File: src/rtl/req_capture4.sv
// Request capture front-end for the 4-to-2 priority encoder: synchronize, edge-capture, one-hot grant with valid/ack.
// Optional input debounce filter enabled by defining REQ_CAPTURE4_DEBOUNCE_EN.
module req_capture4 #(
    parameter int SYNC_STAGES = 2,
    parameter int DB_CYCLES   = 4
) (
    input  logic       clk,
    input  logic       rst_n,
    input  logic [3:0] req_in,
    input  logic       ack,
    input  logic       clr_ovf,
    output logic [3:0] grant,
    output logic       valid,
    output logic [3:0] pending,
    output logic       ovf
);

    typedef enum logic {IDLE = 1'b0, PRESENT = 1'b1} state_t;

    logic [SYNC_STAGES-1:0][3:0] sync_q, sync_d;
    logic [3:0] level;
    logic [3:0] hist_q, hist_d;
    logic [3:0] pending_q, pending_d;
    logic [3:0] grant_q, grant_d;
    logic       valid_q, valid_d;
    logic       ovf_q, ovf_d;
    state_t     state_q, state_d;
    logic [3:0] edge_w;
    logic [3:0] ack_clr;

    function automatic logic [3:0] pick_hi(input logic [3:0] p);
        if (p[3])      return 4'b1000;
        else if (p[2]) return 4'b0100;
        else if (p[1]) return 4'b0010;
        else if (p[0]) return 4'b0001;
        else           return 4'b0000;
    endfunction

    always_comb begin
        sync_d = {sync_q[SYNC_STAGES-2:0], req_in};
    end

`ifdef REQ_CAPTURE4_DEBOUNCE_EN
    localparam int CW = $clog2(DB_CYCLES + 1);

    logic [3:0][CW-1:0] cnt_q, cnt_d;
    logic [3:0]         filt_q, filt_d;

    // Filtered level flips only after DB_CYCLES consecutive disagreeing samples.
    always_comb begin
        filt_d = filt_q;
        cnt_d  = cnt_q;
        for (int b = 0; b < 4; b++) begin
            if (sync_q[SYNC_STAGES-1][b] == filt_q[b]) begin
                cnt_d[b] = '0;
            end else if (cnt_q[b] == CW'(DB_CYCLES - 1)) begin
                filt_d[b] = ~filt_q[b];
                cnt_d[b]  = '0;
            end else begin
                cnt_d[b] = cnt_q[b] + 1'b1;
            end
        end
    end

    always_ff @(posedge clk or negedge rst_n) begin
        if (!rst_n) begin
            filt_q <= '0;
            cnt_q  <= '0;
        end else begin
            filt_q <= filt_d;
            cnt_q  <= cnt_d;
        end
    end

    assign level = filt_q;
`else
    assign level = sync_q[SYNC_STAGES-1];
`endif

    always_comb begin
        hist_d    = level;
        edge_w    = level & ~hist_q;
        ack_clr   = (state_q == PRESENT && ack) ? grant_q : 4'b0000;
        // A fresh edge wins over an ack on the same bit.
        pending_d = (pending_q & ~ack_clr) | edge_w;
        if (|(edge_w & pending_q & ~ack_clr)) ovf_d = 1'b1;
        else if (clr_ovf)                     ovf_d = 1'b0;
        else                                  ovf_d = ovf_q;

        state_d = state_q;
        grant_d = grant_q;
        valid_d = valid_q;
        case (state_q)
            IDLE: begin
                if (pending_q != 4'b0000) begin
                    grant_d = pick_hi(pending_q);
                    valid_d = 1'b1;
                    state_d = PRESENT;
                end
            end
            PRESENT: begin
                if (ack) begin
                    grant_d = 4'b0000;
                    valid_d = 1'b0;
                    state_d = IDLE;
                end
            end
            default: begin
                grant_d = 4'b0000;
                valid_d = 1'b0;
                state_d = IDLE;
            end
        endcase
    end

    always_ff @(posedge clk or negedge rst_n) begin
        if (!rst_n) begin
            sync_q    <= '0;
            hist_q    <= '0;
            pending_q <= '0;
            grant_q   <= '0;
            valid_q   <= 1'b0;
            ovf_q     <= 1'b0;
            state_q   <= IDLE;
        end else begin
            sync_q    <= sync_d;
            hist_q    <= hist_d;
            pending_q <= pending_d;
            grant_q   <= grant_d;
            valid_q   <= valid_d;
            ovf_q     <= ovf_d;
            state_q   <= state_d;
        end
    end

    assign grant   = grant_q;
    assign valid   = valid_q;
    assign pending = pending_q;
    assign ovf     = ovf_q;

endmodule

File: config.mk
export PLATFORM = sky130hd
export DESIGN_NAME = req_capture4
export DESIGN_NICKNAME = d
export VERILOG_FILES = /design/src/rtl/req_capture4.sv
export SDC_FILE = /design/constraint.sdc
export NUM_CORES = 1
export LEC_CHECK = 0
export ABC_AREA = 1
export BUFFER_PORTS_ARGS = -buffer_cell sky130_fd_sc_hd__buf_2
export CORE_MARGIN = 10
export CORE_UTILIZATION = 43
export CTS_BUF_LIST = sky130_fd_sc_hd__clkbuf_8
export DETAILED_ROUTE_END_ITERATION = 12
export PLACE_DENSITY_LB_ADDON = 0.3
export SETUP_SLACK_MARGIN = 0.1
export SYNTH_ARGS = -nofsm -noshare
export SYNTH_HDL_FRONTEND = slang
export SYNTH_SLANG_ARGS = --single-unit
export TNS_END_PERCENT = 10
File: constraint.sdc
create_clock -name clk -period 1.25 [get_ports clk]
set_input_delay 0.25 -clock clk [delete_from_list [all_inputs] [get_ports clk]]
set_output_delay 0.25 -clock clk [all_outputs]
set_load 0.01 [all_outputs]
==> impl_metrics.csv <==
group,metric,value,unit
clock_network,postCtsSetupRepairBufs,0,
logic_synthesis,synth_seq_cells,23,
logic_synthesis,ys_seq_area_frac,0.680,
worst_setup_path,reg2reg_to,"state_q$_DFF_PN0_",
route,dr.pass1.iters,4,
clock_network,htreeDepth,1,
logic_synthesis,synth_fp_nets,87,
global_routing,grt_pass1_vias,615,
logic_synthesis,avgSynthCellArea,10.7,µm²
placed_design,dpl.hpwl,1180,µm
timing,fin_setup_tns,0,ns
global_routing,track_usage,0.0793,
worst_setup_path,critPathCaptureType,"primary output",
worst_setup_path,cp.arrival,0.86,ns
run,cap_violations,0,
worst_setup_path,critical_path_buf_inv_count,1,
clock_network,tritoncts,"yes",
worst_setup_path,worst_path_largest_cell_delay,0.44,ns
clock_network,cts_buffers,3,
placed_design,gp_congestion,0.837,
cells_and_area,drive_gt1_frac,0.287,
logic_synthesis,yosysWarningCount,0,
route,viasPerCell,4.51,
route,wl_per_cell,12.2,µm
die,num_io_pins,18,
timing,relSlewSlack,0.673,
die,die_h,64.4,µm
logic_synthesis,netlist_area,846,µm²
timing,finalHoldViolCount,0,
timing,finalSetupViolations,0,
clock_network,cts.sinks,23,
worst_setup_path,crit_family,"flip-flops",
run_status,status,"complete, no violations",
hold_path,hold_path_startpoint,"req_in[2]",
cells_and_area,antenna_cells,0,
worst_setup_path,path_cells,"buf_2",
cells_and_area,fin_nets,110,
hold_path,holdPathEnd,"sync_d[6]$_DFF_PN0_",
timing,period_share,0.889,
die,dieWidth,64.4,µm
hold_path,holdPathStages,1,
die,start_util,0.469,
hold_path,hold_path.class,"in2reg",
logic_synthesis,netlist_instances,79,
global_routing,antenna_found_initial,0,
pwr,peakVddDrop,1.23,mV
die,fp.dieArea,4140,µm²
cells_and_area,post-route-util,0.566,
logic_synthesis,yosysUniqueCellTypes,11,
timing,finClkSkew,0.00408,ns
worst_setup_path,r2r_setup_slack,0.23,ns
clock_network,clk_pin_slew,0.08,ns
worst_setup_path,cp.required,1.00,ns
route,ant_nets,0,
pwr,power,1.88,mW
worst_setup_path,start_kind,"flop",
pwr,powerDensity,1850,nW/µm²
clock_network,clk_latency,0.26,ns
worst_setup_path,crit_slowest_cell,"dfrtp_1",
cells_and_area,area_growth,20.6,%
die,core,1800,µm²
worst_setup_path,cp_max_fo,5,
timing,period_minus_slack,1.11,ns
timing,rsz0062_at_grt,"yes",
clock_network,root_buffer,"clkbuf_8",
global_routing,grt_start_max_net_pins,24,
timing,max_freq,899,MHz
route,vias,568,
timing,tightestPinTransition,0.490,ns
global_routing,grt_pass1_wl,2580,µm
die,core.rowCount,15,
worst_setup_path,rr_worst_depth,4,
global_routing,globalRouteOverflowTotal,0,
pwr,p_leak,0.526,nW
timing,slew_violations,0,
route,drc,0,
placed_design,port_buffers,17,
route,finalWirelength,1540,µm
worst_setup_path,critPathKind,"reg2out",
clock_network,clk_path_buf_depth,2,
route,first_iter_violations,12,
worst_setup_path,r2r_start,"pending[3]$_DFF_PN0_",
[logic make-up (layout without fill, tap and decap cells)]
group	Yosys count	after routing	share of synthesized area
AO/OA/AOI/OAI	5	5	0.0296
flip-flops	23	23	0.680
AND/OR/NAND/NOR	39	39	0.237
buffers and inverters	12	34	0.0533
[timing repair]
item / 4_1_cts / 5_1_grt
hold buffers: 1 / 0
setup endpoints to repair: 0 / 2
gates resized for setup: 0 / 1
endpoints found under the hold margin: 23 / 0
[power by group]
part           total, mW  internal [mW]  leakage [nW]  switching, mW
combinational      0.457          0.167         0.238          0.289
clock              0.443          0.222        0.0255          0.221
sequential         0.985          0.867         0.262          0.118
total               1.88           1.26         0.526          0.628
[cells in the mapped netlist (all sizes together)]
| cell type | instances | area, µm² |
|---|---|---|
| dfrtp | 23 | 576 |
| nand2 | 14 | 67.6 |
| nand3 | 13 | 70.1 |
| inv | 12 | 45.0 |
| nor2 | 11 | 56.3 |
| o21ai | 5 | 25.0 |
| nand4 | 1 | 6.26 |
[metal layers]
layer | share of wire | GRT usage | vias to the layer above
met2 | 0.46 | 0.126 | 12
met1 | 0.48 | 0.0862 | 265
met4 | 0.0091 | 0.0481 | 0
li1 | - | - | 289
met5 | 0 | 0 | -
met3 | 0.052 | 0.0331 | 2
[cell type report]
type / count / area, µm²
fillers: 168 / 782
flip-flops and latches: 23 / 577
multi-input cells: 44 / 225
repair buffers: 18 / 95.1
inverters: 12 / 45.0
clock buffers: 3 / 41.3
well taps: 25 / 31.3
clock inverters: 1 / 5.00
[flip-flops by register name (all words and copies together), names as in the netlist]
| signal | flops |
|---|---|
| grant | 4 |
| hist_d | 4 |
| hist_q | 4 |
| ovf | 1 |
| pending | 4 |
| state_q | 1 |
| sync_d | 4 |
| valid | 1 |
[layout by cell type, fill, tap and decap left out]
| cell type | instances |
|---|---|
| clkbuf_8 | 3 |
| nor2_4 | 1 |
| nor2_2 | 3 |
| nor2_1 | 7 |
| clkinv_2 | 1 |
| nand4_1 | 1 |
| nand3_2 | 1 |
| dfrtp_1 | 22 |
| nand2_4 | 2 |
| dlygate4sd3_1 | 1 |
| nand3_1 | 12 |
| nand2_1 | 12 |
| o21ai_0 | 5 |
| inv_1 | 12 |
| buf_2 | 17 |
| dfrtp_2 | 1 |
[worst max path at each step]
stage,slack [ns],start,end,cells past startpoint
global placement,0.31,pending[3]$_DFF_PN0_,state_q$_DFF_PN0_,4
CTS,0.12,pending[2]$_DFF_PN0_,pending[2],1
finish,0.14,pending[3]$_DFF_PN0_,pending[3],1
global route,0.09,pending[3]$_DFF_PN0_,pending[3],1
floorplan,0.29,pending[3]$_DFF_PN0_,state_q$_DFF_PN0_,4
detailed placement,0.24,pending[3]$_DFF_PN0_,grant[3]$_DFFE_PN0P_,5
[through the flow]
stage                     instance area, µm²  setup slack, ns  hold WS (ns)  instances
after floorplan                          846            0.289       -0.0456         79
after global placement                   962            0.307         0.239        121
after detailed placement                 962            0.243         0.244        121
after CTS                               1020            0.120        0.0875        126
after global routing                    1020           0.0907        0.0732        126
final                                   1020            0.138        0.0918        126
Note: power is estimated with default switching activity, not from simulation.
